--- src/rtl/wb_arb_pkg.sv ---
// Shared types and constants for the two-master Wishbone arbiter.
package wb_arb_pkg;

  localparam int unsigned ADR_W   = 32;
  localparam int unsigned DAT_W   = 32;
  localparam int unsigned SEL_W   = 4;
  localparam int unsigned CTI_W   = 3;
  localparam int unsigned BTE_W   = 2;
  localparam int unsigned GRANT_W = 2;

  typedef enum logic [1:0] {
    IDLE = 2'd0,
    OWN0 = 2'd1,
    OWN1 = 2'd2
  } arb_state_t;

  localparam logic [GRANT_W-1:0] GRANT_NONE = 2'b00;
  localparam logic [GRANT_W-1:0] GRANT_M0   = 2'b01;
  localparam logic [GRANT_W-1:0] GRANT_M1   = 2'b10;

  // One-hot owner encoding for a given arbiter state.
  function automatic logic [GRANT_W-1:0] state_to_grant(input arb_state_t s);
    case (s)
      OWN0:    return GRANT_M0;
      OWN1:    return GRANT_M1;
      default: return GRANT_NONE;
    endcase
  endfunction

endpackage

--- src/rtl/wshb_if.sv ---
// Wishbone bus bundle; master drives the request side, slave drives the response side.
interface wshb_if;
  import wb_arb_pkg::*;

  logic                     cyc;
  logic                     stb;
  logic                     we;
  logic [ADR_W-1:0]         adr;
  logic [DAT_W-1:0]         dat_ms;
  logic [DAT_W-1:0]         dat_sm;
  logic [SEL_W-1:0]         sel;
  logic [CTI_W-1:0]         cti;
  logic [BTE_W-1:0]         bte;
  logic                     ack;
  logic                     err;
  logic                     rty;

  modport master (
    output cyc, stb, we, adr, dat_ms, sel, cti, bte,
    input  dat_sm, ack, err, rty
  );

  modport slave (
    input  cyc, stb, we, adr, dat_ms, sel, cti, bte,
    output dat_sm, ack, err, rty
  );

endinterface

--- src/rtl/wb_arbiter_2m.sv ---
// Round-robin arbiter letting two Wishbone masters share one slave; ownership
// is held for the whole CYC so bursts are never split.
module wb_arbiter_2m
  import wb_arb_pkg::*;
(
  input  logic               clk,
  input  logic               rst,
  wshb_if.slave              wb_s0,
  wshb_if.slave              wb_s1,
  wshb_if.master             wb_m,
  output logic [GRANT_W-1:0] grant
);

  arb_state_t         state_q, state_d;
  logic               ptr_q, ptr_d;      // 0: m0 wins a tie, 1: m1 wins a tie
  logic [GRANT_W-1:0] grant_q, grant_d;
  logic               req0, req1;

  assign req0  = wb_s0.cyc;
  assign req1  = wb_s1.cyc;
  assign grant = grant_q;

  always_ff @(posedge clk) begin
    if (rst) begin
      state_q <= IDLE;
      ptr_q   <= 1'b0;
      grant_q <= GRANT_NONE;
    end else begin
      state_q <= state_d;
      ptr_q   <= ptr_d;
      grant_q <= grant_d;
    end
  end

  // Next owner: hand over directly when the owner releases and the other waits.
  always_comb begin
    state_d = state_q;
    ptr_d   = ptr_q;
    case (state_q)
      IDLE: begin
        if (req0 && (!req1 || !ptr_q)) state_d = OWN0;
        else if (req1)                 state_d = OWN1;
      end
      OWN0:    if (!req0) state_d = req1 ? OWN1 : IDLE;
      OWN1:    if (!req1) state_d = req0 ? OWN0 : IDLE;
      default: state_d = IDLE;
    endcase
    if (state_d != state_q) begin
      if (state_d == OWN0)      ptr_d = 1'b1;
      else if (state_d == OWN1) ptr_d = 1'b0;
    end
    grant_d = state_to_grant(state_d);
  end

  // Routing mux: owner's request to the slave, slave response only to the owner.
  always_comb begin
    wb_m.cyc     = 1'b0;
    wb_m.stb     = 1'b0;
    wb_m.we      = 1'b0;
    wb_m.adr     = '0;
    wb_m.dat_ms  = '0;
    wb_m.sel     = '0;
    wb_m.cti     = '0;
    wb_m.bte     = '0;
    wb_s0.ack    = 1'b0;
    wb_s0.err    = 1'b0;
    wb_s0.rty    = 1'b0;
    wb_s1.ack    = 1'b0;
    wb_s1.err    = 1'b0;
    wb_s1.rty    = 1'b0;
    wb_s0.dat_sm = wb_m.dat_sm;
    wb_s1.dat_sm = wb_m.dat_sm;
    case (state_q)
      OWN0: begin
        wb_m.cyc    = wb_s0.cyc;
        wb_m.stb    = wb_s0.stb;
        wb_m.we     = wb_s0.we;
        wb_m.adr    = wb_s0.adr;
        wb_m.dat_ms = wb_s0.dat_ms;
        wb_m.sel    = wb_s0.sel;
        wb_m.cti    = wb_s0.cti;
        wb_m.bte    = wb_s0.bte;
        wb_s0.ack   = wb_m.ack;
        wb_s0.err   = wb_m.err;
        wb_s0.rty   = wb_m.rty;
      end
      OWN1: begin
        wb_m.cyc    = wb_s1.cyc;
        wb_m.stb    = wb_s1.stb;
        wb_m.we     = wb_s1.we;
        wb_m.adr    = wb_s1.adr;
        wb_m.dat_ms = wb_s1.dat_ms;
        wb_m.sel    = wb_s1.sel;
        wb_m.cti    = wb_s1.cti;
        wb_m.bte    = wb_s1.bte;
        wb_s1.ack   = wb_m.ack;
        wb_s1.err   = wb_m.err;
        wb_s1.rty   = wb_m.rty;
      end
      default: ;
    endcase
  end

endmodule

--- src/flat_wrapper.sv ---
// flat-port wrapper written by rule: the top's interface ports become plain ports
module wb_arbiter_2m_flat import wb_arb_pkg::*;
  (clk, rst, grant, wb_s0_cyc, wb_s0_stb, wb_s0_we, wb_s0_adr, wb_s0_dat_ms, wb_s0_sel, wb_s0_cti, wb_s0_bte, wb_s0_dat_sm, wb_s0_ack, wb_s0_err, wb_s0_rty, wb_s1_cyc, wb_s1_stb, wb_s1_we, wb_s1_adr, wb_s1_dat_ms, wb_s1_sel, wb_s1_cti, wb_s1_bte, wb_s1_dat_sm, wb_s1_ack, wb_s1_err, wb_s1_rty, wb_m_cyc, wb_m_stb, wb_m_we, wb_m_adr, wb_m_dat_ms, wb_m_sel, wb_m_cti, wb_m_bte, wb_m_dat_sm, wb_m_ack, wb_m_err, wb_m_rty);
  wshb_if wb_s0_i ();
  wshb_if wb_s1_i ();
  wshb_if wb_m_i ();
  input  logic clk;
  input  logic rst;
  output logic [GRANT_W-1:0] grant;
  input wire logic [$bits(wb_s0_i.cyc)-1:0] wb_s0_cyc;
  input wire logic [$bits(wb_s0_i.stb)-1:0] wb_s0_stb;
  input wire logic [$bits(wb_s0_i.we)-1:0] wb_s0_we;
  input wire logic [$bits(wb_s0_i.adr)-1:0] wb_s0_adr;
  input wire logic [$bits(wb_s0_i.dat_ms)-1:0] wb_s0_dat_ms;
  input wire logic [$bits(wb_s0_i.sel)-1:0] wb_s0_sel;
  input wire logic [$bits(wb_s0_i.cti)-1:0] wb_s0_cti;
  input wire logic [$bits(wb_s0_i.bte)-1:0] wb_s0_bte;
  output wire logic [$bits(wb_s0_i.dat_sm)-1:0] wb_s0_dat_sm;
  output wire logic [$bits(wb_s0_i.ack)-1:0] wb_s0_ack;
  output wire logic [$bits(wb_s0_i.err)-1:0] wb_s0_err;
  output wire logic [$bits(wb_s0_i.rty)-1:0] wb_s0_rty;
  input wire logic [$bits(wb_s1_i.cyc)-1:0] wb_s1_cyc;
  input wire logic [$bits(wb_s1_i.stb)-1:0] wb_s1_stb;
  input wire logic [$bits(wb_s1_i.we)-1:0] wb_s1_we;
  input wire logic [$bits(wb_s1_i.adr)-1:0] wb_s1_adr;
  input wire logic [$bits(wb_s1_i.dat_ms)-1:0] wb_s1_dat_ms;
  input wire logic [$bits(wb_s1_i.sel)-1:0] wb_s1_sel;
  input wire logic [$bits(wb_s1_i.cti)-1:0] wb_s1_cti;
  input wire logic [$bits(wb_s1_i.bte)-1:0] wb_s1_bte;
  output wire logic [$bits(wb_s1_i.dat_sm)-1:0] wb_s1_dat_sm;
  output wire logic [$bits(wb_s1_i.ack)-1:0] wb_s1_ack;
  output wire logic [$bits(wb_s1_i.err)-1:0] wb_s1_err;
  output wire logic [$bits(wb_s1_i.rty)-1:0] wb_s1_rty;
  output wire logic [$bits(wb_m_i.cyc)-1:0] wb_m_cyc;
  output wire logic [$bits(wb_m_i.stb)-1:0] wb_m_stb;
  output wire logic [$bits(wb_m_i.we)-1:0] wb_m_we;
  output wire logic [$bits(wb_m_i.adr)-1:0] wb_m_adr;
  output wire logic [$bits(wb_m_i.dat_ms)-1:0] wb_m_dat_ms;
  output wire logic [$bits(wb_m_i.sel)-1:0] wb_m_sel;
  output wire logic [$bits(wb_m_i.cti)-1:0] wb_m_cti;
  output wire logic [$bits(wb_m_i.bte)-1:0] wb_m_bte;
  input wire logic [$bits(wb_m_i.dat_sm)-1:0] wb_m_dat_sm;
  input wire logic [$bits(wb_m_i.ack)-1:0] wb_m_ack;
  input wire logic [$bits(wb_m_i.err)-1:0] wb_m_err;
  input wire logic [$bits(wb_m_i.rty)-1:0] wb_m_rty;
  assign wb_s0_i.cyc = wb_s0_cyc;
  assign wb_s0_i.stb = wb_s0_stb;
  assign wb_s0_i.we = wb_s0_we;
  assign wb_s0_i.adr = wb_s0_adr;
  assign wb_s0_i.dat_ms = wb_s0_dat_ms;
  assign wb_s0_i.sel = wb_s0_sel;
  assign wb_s0_i.cti = wb_s0_cti;
  assign wb_s0_i.bte = wb_s0_bte;
  assign wb_s0_dat_sm = wb_s0_i.dat_sm;
  assign wb_s0_ack = wb_s0_i.ack;
  assign wb_s0_err = wb_s0_i.err;
  assign wb_s0_rty = wb_s0_i.rty;
  assign wb_s1_i.cyc = wb_s1_cyc;
  assign wb_s1_i.stb = wb_s1_stb;
  assign wb_s1_i.we = wb_s1_we;
  assign wb_s1_i.adr = wb_s1_adr;
  assign wb_s1_i.dat_ms = wb_s1_dat_ms;
  assign wb_s1_i.sel = wb_s1_sel;
  assign wb_s1_i.cti = wb_s1_cti;
  assign wb_s1_i.bte = wb_s1_bte;
  assign wb_s1_dat_sm = wb_s1_i.dat_sm;
  assign wb_s1_ack = wb_s1_i.ack;
  assign wb_s1_err = wb_s1_i.err;
  assign wb_s1_rty = wb_s1_i.rty;
  assign wb_m_cyc = wb_m_i.cyc;
  assign wb_m_stb = wb_m_i.stb;
  assign wb_m_we = wb_m_i.we;
  assign wb_m_adr = wb_m_i.adr;
  assign wb_m_dat_ms = wb_m_i.dat_ms;
  assign wb_m_sel = wb_m_i.sel;
  assign wb_m_cti = wb_m_i.cti;
  assign wb_m_bte = wb_m_i.bte;
  assign wb_m_i.dat_sm = wb_m_dat_sm;
  assign wb_m_i.ack = wb_m_ack;
  assign wb_m_i.err = wb_m_err;
  assign wb_m_i.rty = wb_m_rty;
  wb_arbiter_2m u_core (.clk(clk), .rst(rst), .wb_s0(wb_s0_i), .wb_s1(wb_s1_i), .wb_m(wb_m_i), .grant(grant));
endmodule
--- config.mk ---
export PLATFORM = sky130hd
export DESIGN_NAME = wb_arbiter_2m_flat
export DESIGN_NICKNAME = d
export VERILOG_FILES = /design/src/rtl/wb_arb_pkg.sv /design/src/rtl/wshb_if.sv /design/src/rtl/wb_arbiter_2m.sv /design/src/flat_wrapper.sv
export SDC_FILE = /design/constraint.sdc
export NUM_CORES = 1
export LEC_CHECK = 0
export BUFFER_PORTS_ARGS = -buffer_cell sky130_fd_sc_hd__buf_2
export CORE_AREA = 3 3 128 130
export DETAILED_ROUTE_END_ITERATION = 8
export DIE_AREA = 0 0 131 133
export GPL_ROUTABILITY_DRIVEN = 1
export PLACE_DENSITY_LB_ADDON = 0.3
export SLEW_MARGIN = 20
export SYNTH_ARGS = -nofsm -noshare
export SYNTH_HDL_FRONTEND = slang
export SYNTH_SLANG_ARGS = --single-unit
--- constraint.sdc ---
create_clock -name clk -period 3.2 [get_ports clk]
set_input_delay 0.16 -clock clk [delete_from_list [all_inputs] [get_ports clk]]
set_output_delay 0.16 -clock clk [all_outputs]
set_load 0.1 [all_outputs]
==> impl_metrics.csv, run 1 <==
group,metric,value,unit
clock_tree,clk_latency,0.23,ns
layout,utilization,20.12,%
clock_tree,h-tree-depth,1,
logic_synthesis,syn_nets,491,
worst_setup_path,r2r_setup_slack,0.29,ns
pwr,p_per_area,487.0,mW/mm²
global_route,overflow,0,
layout,n_antenna_cell,0,
worst_setup_path,cp.arrival,3.02,ns
detailed_routing,viasPerCell,3.994,
clock_tree,cts_buffers,3,
placed_design,gp_congestion,0.7634,
layout,mostFrequentLayoutCells,"buf_2 (240), nor2b_1 (80), a22oi_1 (75), and2_1 (7), buf_4 (7)",
floorplan,fp.dieH,133,µm
sta,slew_viol_final,0,
sta,fin_setup_tns,0,ns
pwr,ir_drop,125.2,µV
layout,fin_nets,653,
logic_synthesis,avgSynthCellArea,6.937,µm²
detailed_routing,wire_per_inst,13.85,µm
worst_setup_path,rr_startpoint,"u_core.state_q[1]$_SDFF_PP0_",
sta,finClkSkew,0.001962,ns
floorplan,die-area,0.01742,mm²
detailed_routing,drt_wl_total,9249,µm
global_route,antenna_found_initial,0,
global_route,grt_pass1_vias,2444,
clock_tree,cts_tree,"done",
sta,period_needed,2.910,ns
worst_setup_path,start_kind,"flip-flop",
worst_setup_path,cp.required,3.31,ns
logic_synthesis,synthCells,296,
pwr,p_leak,1.522,nW
global_route,grt_pass1_wl,12550,µm
detailed_routing,first_pass_iters,5,
clock_tree,cts_setup_buffers,0,
job,drv_cap,0,
placed_design,port_buffers,240,
logic_synthesis,synth.distinct_cells,26,
detailed_routing,ant_nets,0,
placed_design,hpwl,7574,µm
layout,syn_to_final_growth,49.54,%
logic_synthesis,ys_seq_elements,5,
floorplan,fp.coreArea,0.01526,mm²
logic_synthesis,ys_seq_area_share,4.875,%
worst_setup_path,worstPathMaxFanout,12,
worst_setup_path,crit_start,"u_core.state_q[1]$_SDFF_PP0_",
detailed_routing,routed-via-count,2668,
sta,rsz0062_at_grt,"false",
floorplan,initial_core_util,13.46,%
detailed_routing,initialDrtViolationCount,88,
clock_tree,holdBufCountCts,0,
status,status,"complete, no violations",
sta,tightestPinTransition,0.5492,ns
worst_setup_path,crit_type,"flip-flop to flip-flop",
detailed_routing,drc,0,
sta,hold_viol_final,0,
global_route,grt_max_degree,52,
clock_tree,ctsResizeCount,0,
sta,final-setup-viol-count,0,
floorplan,die_x,131,µm
clock_tree,cts_root_buf,"clkbuf_16",
sta,fin_hold_ws,0.1797,ns
floorplan,rows,45,
sta,relSlewSlack,63.39,%
min_path,hp-class,"input port to flip-flop",
min_path,min_from,"rst",
layout,drive_gt1_share,55.58,%
global_route,grt_use_total,8.952,%
logic_synthesis,syn_area,0.002053,mm²
logic_synthesis,yosysWarnings,0,
sta,fmax,343.7,MHz
floorplan,ios,337,
sta,period_share,90.93,%
worst_setup_path,cp-end-kind,"flip-flop",
clock_tree,clockBufferDepth,2,
clock_tree,cts_sinks,5,
clock_tree,cts.clk_slew.worst_paths,0.04,ns
layout,layout_commonest_cell,"buf_2",
[worst max-delay path, cell delays in order, from the launching register on]
cell and delay, ns:
dfxtp_1 0.42, inv_1 0.12, ha_2 0.27, a22o_1 0.32, a211oi_1 0.34, nor2_1 0.11, inv_1 0.07, ha_1 0.25
nor2b_1 0.16, nand2b_1 0.07, o31a_1 0.23, o311ai_1 0.09, mux2_1 0.35
[stage by stage]
step	cell area, µm²	cells	worst slack, ns	power [mW]
floorplan	2053	296	0.3063	1.407
global placement	2992	664	0.3384	1.301
detailed placement	2992	664	0.2918	1.291
CTS	3070	668	0.3013	1.506
global route	3070	668	0.05936	1.579
finish	3070	668	0.2902	1.495
[cells in the mapped netlist (all sizes together)]
cell type	count	area [µm²]
nand2	5	18.77
buf	66	496.7
mux2	1	11.26
a21oi	2	10.01
a211oi	2	15.01
clkbuf	24	90.09
dfxtp	5	100.1
a2111oi	1	8.760
nor2b	80	500.5
a21o	1	7.510
o21ai	2	10.01
o31a	1	8.760
nand3	1	5.000
nor2	5	18.77
nand2b	2	12.51
a22o	1	8.760
o311ai	1	8.760
a31o	1	8.760
o21bai	1	7.510
nor3	1	5.000
and2	7	43.79
a22oi	75	563.0
inv	5	18.77
ha	6	75.07
[flip-flops by register name, indices dropped and copies added (netlist names)]
name            cells
u_core.state_q      2
u_core.grant        2
u_core.ptr_q        1
[worst paths after layout]
path | end | cells after the start
max | u_core.ptr_q$_SDFFE_PP0P_ | 12
min | u_core.state_q[1]$_SDFF_PP0_ | 2
max reg2reg | u_core.ptr_q$_SDFFE_PP0P_ | 12
min reg2reg | u_core.ptr_q$_SDFFE_PP0P_ | 2
[cells by family after synthesis]
family | count (synthesis) | share of synthesized area, %
buffers and inverters | 95 | 29.49
AO/OA/AOI/OAI | 88 | 31.99
flip-flops | 5 | 4.875
AND/OR/NAND/NOR | 101 | 29.43
multiplexers | 1 | 0.5484
adder cells (fa/ha/maj) | 6 | 3.656
[power breakdown]
part           total, mW  internal (mW)  switching, mW
Combinational       1.20          0.315          0.889
Clock              0.210          0.166         0.0448
Sequential        0.0808         0.0717        0.00907
Total               1.50          0.553          0.943
[area by class of cell]
type | instances | area [µm²]
inverter | 5 | 18.77
sequential | 5 | 100.1
tap | 211 | 264.0
clock buffer | 4 | 78.83
fill | 1756 | 12190
multi-input combinational | 196 | 1355
timing repair buffer | 247 | 1254
[layer usage]
metal | up-vias | share of wire, % | GRT usage (%)
met5 | - | 0 | 0
met4 | 0 | 0.80 | 1.657
met3 | 13 | 9.2 | 1.413
met2 | 181 | 53 | 17.72
met1 | 1181 | 37 | 9.776
li1 | 1293 | - | -
No activity file was read; power rests on OpenSTA's default activity.
==> run 2: changes to the inputs <==
--- a/config.mk
+++ b/config.mk
@@ -7,6 +7,7 @@
 export LEC_CHECK = 0
 export BUFFER_PORTS_ARGS = -buffer_cell sky130_fd_sc_hd__buf_2
 export CORE_AREA = 3 3 128 130
+export CTS_BUF_LIST = sky130_fd_sc_hd__clkbuf_16
 export DETAILED_ROUTE_END_ITERATION = 8
 export DIE_AREA = 0 0 131 133
 export GPL_ROUTABILITY_DRIVEN = 1
==> run 2 against run 1 <==
Flip-flop and latch count did not move. Power fell by 0.22%. Maximum frequency barely moved. Cell area did not move. Critical path type unchanged. Largest power group unchanged.
==> impl_metrics.csv, run 2 (same netlist as run 1, synthesis figures left out) <==
group,metric,value,unit
worst_setup_path,crit_start,"u_core.state_q[1]$_SDFF_PP0_",
sta,finClkSkew,0.001798,ns
sta,tightestPinTransition,0.5492,ns
worst_setup_path,cp_cell_sequence,"inv_1 -> ha_2 -> a22o_1 -> a211oi_1 -> nor2_1 -> inv_1 -> ha_1 -> nor2b_1 -> nand2b_1 -> o31a_1 -> o311ai_1 -> mux2_1",
sta,period_share,90.88,%
pwr,ir_drop,125.2,µV
worst_setup_path,cp-end-kind,"flip-flop",
sta,rsz0062_at_grt,"false",
layout,nFillCells,1756,
sta,slew_viol_final,0,
layout,drive_gt1_share,55.58,%
clock_tree,cts_sinks,5,
status,status,"complete, no violations",
detailed_routing,drt_wl_total,9251,µm
sta,fin_setup_tns,0,ns
global_route,grt_max_degree,52,
clock_tree,clk_latency,0.23,ns
layout,fin_nets,653,
global_route,overflow,0,
detailed_routing,drc,0,
layout,layout_commonest_cell,"buf_2",
min_path,hp-class,"input port to flip-flop",
global_route,top_usage_layer,"met2",
global_route,use_met2,17.72,%
global_route,antenna_found_initial,0,
clock_tree,cts_tree,"done",
pwr,p_per_area,485.9,mW/mm²
sta,hold_viol_final,0,
detailed_routing,viasPerCell,3.985,
worst_setup_path,rr_startpoint,"u_core.state_q[1]$_SDFF_PP0_",
detailed_routing,initialDrtViolationCount,88,
worst_setup_path,cp_slowest_cell,"dfxtp_1",
layout,area.sequential,100.1,µm²
layout,mostFrequentLayoutCells,"buf_2 (240), nor2b_1 (80), a22oi_1 (75), and2_1 (7), buf_4 (7)",
clock_tree,holdBufCountCts,0,
clock_tree,cts_root_buf,"clkbuf_16",
worst_setup_path,cp.arrival,3.02,ns
floorplan,fp.dieH,133,µm
sta,final-setup-viol-count,0,
worst_setup_path,cpMostUsedCell,"inv_1",
worst_setup_path,cp.required,3.31,ns
worst_setup_path,cp_slowest_stage_delay,0.42,ns
clock_tree,cts_buffers,3,
floorplan,die_x,131,µm
job,drv_cap,0,
clock_tree,clockBufferDepth,2,
global_route,gr-usage-met3,1.413,%
floorplan,initial_core_util,13.46,%
worst_setup_path,worstPathMaxFanout,12,
global_route,grt_pass1_vias,2444,
detailed_routing,wire_per_inst,13.85,µm
layout,syn_to_final_growth,49.54,%
clock_tree,h-tree-depth,1,
floorplan,ios,337,
clock_tree,cts_setup_buffers,0,
clock_tree,cts.clk_slew.worst_paths,0.04,ns
pwr,p_leak,1.526,nW
clock_tree,ctsResizeCount,0,
layout,multi_input_area,0.001355,mm²
placed_design,hpwl,7574,µm
floorplan,fp.coreArea,0.01526,mm²
placed_design,port_buffers,240,
worst_setup_path,crit_type,"flip-flop to flip-flop",
global_route,grt_pass1_wl,12550,µm
min_path,min_from,"rst",
layout,n_antenna_cell,0,
sta,fin_hold_ws,0.1797,ns
worst_setup_path,start_kind,"flip-flop",
global_route,grt.met1_usage,9.776,%
detailed_routing,first_pass_iters,5,
global_route,grt_use_total,8.952,%
sta,relSlewSlack,63.39,%
detailed_routing,routed-via-count,2662,
sta,fmax,343.9,MHz
sta,period_needed,2.908,ns
placed_design,gp_congestion,0.7634,
detailed_routing,ant_nets,0,
floorplan,die-area,0.01742,mm²
floorplan,rows,45,
run 2: changes by cell type in the layout (fill, tap and decap cells not counted):
cell      delta
clkbuf_1     -1
inv_1        +1
run 2: worst paths after layout:
| kind | slack [ns] | to | cells after the start |
|---|---|---|---|
| max reg2reg | 0.29 | u_core.ptr_q$_SDFFE_PP0P_ | 12 |
| max | 0.29 | u_core.ptr_q$_SDFFE_PP0P_ | 12 |
| min reg2reg | 0.68 | u_core.ptr_q$_SDFFE_PP0P_ | 2 |
| min | 0.18 | u_core.state_q[1]$_SDFF_PP0_ | 2 |
run 2: metrics by stage:
step | total power [mW] | util (%) | cells | instance area (µm²) | worst slack, ns
floorplan | 1.407 | - | 296 | 2053 | 0.3063
global placement | 1.301 | 19.61 | 664 | 2992 | 0.3384
detailed placement | 1.291 | 19.61 | 664 | 2992 | 0.2918
CTS | 1.503 | 20.12 | 668 | 3070 | 0.3016
global route | 1.576 | 20.12 | 668 | 3070 | 0.05973
finish | 1.492 | 20.12 | 668 | 3070 | 0.2918
run 2: metal layers:
metal / share of wire (%) / vias to the layer above
met5: 0 / -
met4: 0.80 / 0
met3: 9.2 / 13
met2: 53 / 181
met1: 37 / 1175
li1: - / 1293
run 2: layout make-up:
type	count	share of cell area, %
multi-input combinational	196	44.13
tap	211	8.598
sequential	5	3.260
timing repair buffer	247	40.83
inverter	5	0.6112
clock inverter	1	0.1222
clock buffer	3	2.445
run 2: critical path: cells and delay by family, from the launching register on:
family,cells,cell delay [ns]
DFF,1,0.42
AOI/OAI and AO/OA,4,0.98
adders and majority gates,2,0.52
and+or+nand+nor,3,0.34
buffers and inverters,2,0.19
muxes,1,0.35
run 2: power by group:
part	internal, mW	total [mW]	switching [mW]
Combinational	0.315	1.20	0.889
Sequential	0.0717	0.0808	0.00906
Clock	0.162	0.207	0.0450
==> run 3: changes to the inputs <==
--- a/config.mk
+++ b/config.mk
@@ -5,11 +5,11 @@
 export SDC_FILE = /design/constraint.sdc
 export NUM_CORES = 1
 export LEC_CHECK = 0
-export BUFFER_PORTS_ARGS = -buffer_cell sky130_fd_sc_hd__buf_2
-export CORE_AREA = 3 3 128 130
+export CORE_AREA = 3 3 131 133
 export CTS_BUF_LIST = sky130_fd_sc_hd__clkbuf_16
 export DETAILED_ROUTE_END_ITERATION = 8
-export DIE_AREA = 0 0 131 133
+export DIE_AREA = 0 0 134 136
+export DONT_BUFFER_PORTS = 1
 export GPL_ROUTABILITY_DRIVEN = 1
 export PLACE_DENSITY_LB_ADDON = 0.3
 export SLEW_MARGIN = 20
==> run 3 against run 2 <==
Routed wire length decreased by 9.3%. Clock power decreased by 2%. Power about the same. Clock skew about the same. Count of clock-buffer cells in the layout unchanged. Flip-flop and latch count unchanged. Sequential power increased by 30%. Non-clock buffer count decreased by 160. Critical path type unchanged. Critical endpoint unchanged. Largest power group unchanged.
==> impl_metrics.csv, run 3 (same netlist as run 1, synthesis figures left out) <==
group,metric,value,unit
clock_tree,h-tree-depth,1,
detailed_routing,initialDrtViolationCount,161,
clock_tree,cts_root_buf,"clkbuf_16",
placed_design,gp_congestion,0.7066,
floorplan,fp.coreArea,0.01594,mm²
min_path,min_from,"rst",
sta,final-setup-viol-count,0,
pwr,p_sw,0.9210,mW
clock_tree,cts.clk_slew.worst_paths,0.03,ns
worst_setup_path,cp-end-kind,"flip-flop",
floorplan,initial_core_util,12.88,%
clock_tree,ctsResizeCount,0,
pwr,intPower,0.5702,mW
min_path,hp-class,"input port to flip-flop",
sta,period_needed,2.946,ns
clock_tree,clk_latency,0.23,ns
detailed_routing,first_pass_iters,5,
sta,setup_ws,0.2538,ns
floorplan,ios,337,
detailed_routing,drc,0,
status,status,"complete, no violations",
worst_setup_path,cp.arrival,3.06,ns
sta,period_share,92.07,%
pwr,p_leak,0.9290,nW
worst_setup_path,cp.required,3.31,ns
sta,finClkSkew,0.002173,ns
global_route,antenna_found_initial,0,
clock_tree,cts_tree,"done",
layout,n_antenna_cell,0,
sta,rsz0062_at_grt,"false",
worst_setup_path,ff2ff_path_depth,12,
floorplan,die_x,134,µm
placed_design,port_buffers,0,
sta,tightestPinTransition,0.9325,ns
layout,mostFrequentLayoutCells,"buf_4 (86), a22oi_1 (75), nor2b_2 (75), and2_1 (7), inv_1 (6)",
clock_tree,clockBufferDepth,2,
detailed_routing,wire_per_inst,16.36,µm
floorplan,fp.dieH,136,µm
placed_design,place_ws,0.2569,ns
global_route,grt_use_total,7.686,%
sta,fmax,339.4,MHz
pwr,power.share.clock,13.6,%
detailed_routing,ant_nets,0,
clock_tree,cts_setup_buffers,0,
worst_setup_path,worst_r2r_endpoint,"u_core.ptr_q$_SDFFE_PP0P_",
global_route,grt_pass1_wl,11240,µm
worst_setup_path,crit_type,"flip-flop to flip-flop",
worst_setup_path,rr_startpoint,"u_core.state_q[0]$_SDFF_PP0_",
worst_setup_path,worstPathMaxFanout,15,
pwr,ir_drop,289.9,µV
floorplan,rows,46,
floorplan,die-area,0.01822,mm²
pwr,power_frac_seq,7.0,%
pwr,p_comb_share,79.3,%
sta,relSlewSlack,37.75,%
min_path,whs_endpoint,"u_core.grant[1]$_SDFF_PP0_",
global_route,overflow,0,
sta,hold_viol_final,0,
layout,fin_nets,493,
clock_tree,holdBufCountCts,0,
job,drv_cap,0,
clock_tree,cts_buffers,3,
clock_tree,cts_sinks,5,
global_route,grt_pass1_vias,2044,
sta,fin_setup_tns,0,ns
global_route,grt_max_degree,46,
layout,syn_to_final_growth,30.35,%
sta,slew_viol_final,0,
layout,layout_commonest_cell,"buf_4",
detailed_routing,drt_wl_total,8394,µm
min_path,hold_depth,1,
detailed_routing,viasPerCell,4.150,
detailed_routing,routed-via-count,2129,
pwr,switching_share,61.76,%
pwr,p_per_area,557.2,mW/mm²
worst_setup_path,start_kind,"flip-flop",
layout,drive_gt1_share,56.90,%
placed_design,hpwl,6999,µm
worst_setup_path,r2r_setup_slack,0.25,ns
==> run 3: changes by cell type in the layout (fill, tap and decap cells not counted) <==
cell	before	now
buf_12	0	1
buf_2	240	0
buf_4	7	86
nor2b_1	80	5
nor2b_2	0	75
==> run 3: how the worst max path moves through the flow <==
stage                                            to                          from  cells past startpoint  slack (ns)
after floorplan                     wb_m_dat_ms[16]  u_core.state_q[1]$_SDFF_PP0_                      7        0.31
after global placement    u_core.ptr_q$_SDFFE_PP0P_  u_core.state_q[0]$_SDFF_PP0_                     12        0.43
after detailed placement  u_core.ptr_q$_SDFFE_PP0P_  u_core.state_q[0]$_SDFF_PP0_                     12        0.26
after CTS                 u_core.ptr_q$_SDFFE_PP0P_  u_core.state_q[0]$_SDFF_PP0_                     12        0.27
after global routing      u_core.ptr_q$_SDFFE_PP0P_  u_core.state_q[0]$_SDFF_PP0_                     12        0.02
final                     u_core.ptr_q$_SDFFE_PP0P_  u_core.state_q[0]$_SDFF_PP0_                     12        0.25
==> run 3: critical path, stage by stage (launching register included) <==
cell and delay (ns):
dfxtp_1 0.45, inv_1 0.11, ha_2 0.30, a22o_1 0.27, a211oi_1 0.34, nor2_1 0.10, inv_1 0.07, ha_1 0.25
nor2b_1 0.17, nand2b_1 0.07, o31a_1 0.24, o311ai_1 0.10, mux2_1 0.35
==> run 3: power groups by stage <==
stage / combinational, mW / sequential [mW] / clock (mW)
3_5_place_dp: 1.19 / 0.105 / 0
3_3_place_gp: 1.18 / 0.104 / 0
6_report: 1.18 / 0.105 / 0.203
2_1_floorplan: 1.31 / 0.102 / 0
4_1_cts: 1.20 / 0.104 / 0.208
5_1_grt: 1.25 / 0.106 / 0.212
==> run 3: per-layer routing <==
metal	wire (µm)	track usage (%)	share of wire, %	vias up
met5	0	0	0	-
li1	-	-	-	975
met2	4420	14.37	53	170
met1	3152	8.791	38	977
met4	20	1.257	0.24	0
met3	801	2.221	9.5	7
==> run 3: area by class of cell <==
class                   count  area, µm²
fillers                  1832      13270
multi-input cells         196       1543
repair buffers             87      665.6
well taps                 216      270.3
flip-flops and latches      5      100.1
clock buffers               3      75.07
inverters                   5      18.77
clock inverters             1      3.754
==> run 3: through the flow <==
step | cell area, µm² | utilization, % | hold slack [ns] | std cells | power (mW)
2_1_floorplan | 2053 | - | 0.2316 | 296 | 1.407
3_3_place_gp | 2597 | 16.29 | 0.2373 | 509 | 1.282
3_5_place_dp | 2597 | 16.29 | 0.2412 | 509 | 1.299
4_1_cts | 2676 | 16.79 | 0.005527 | 513 | 1.508
5_1_grt | 2676 | 16.79 | 0.006221 | 513 | 1.564
6_report | 2676 | 16.79 | 0.006117 | 513 | 1.491
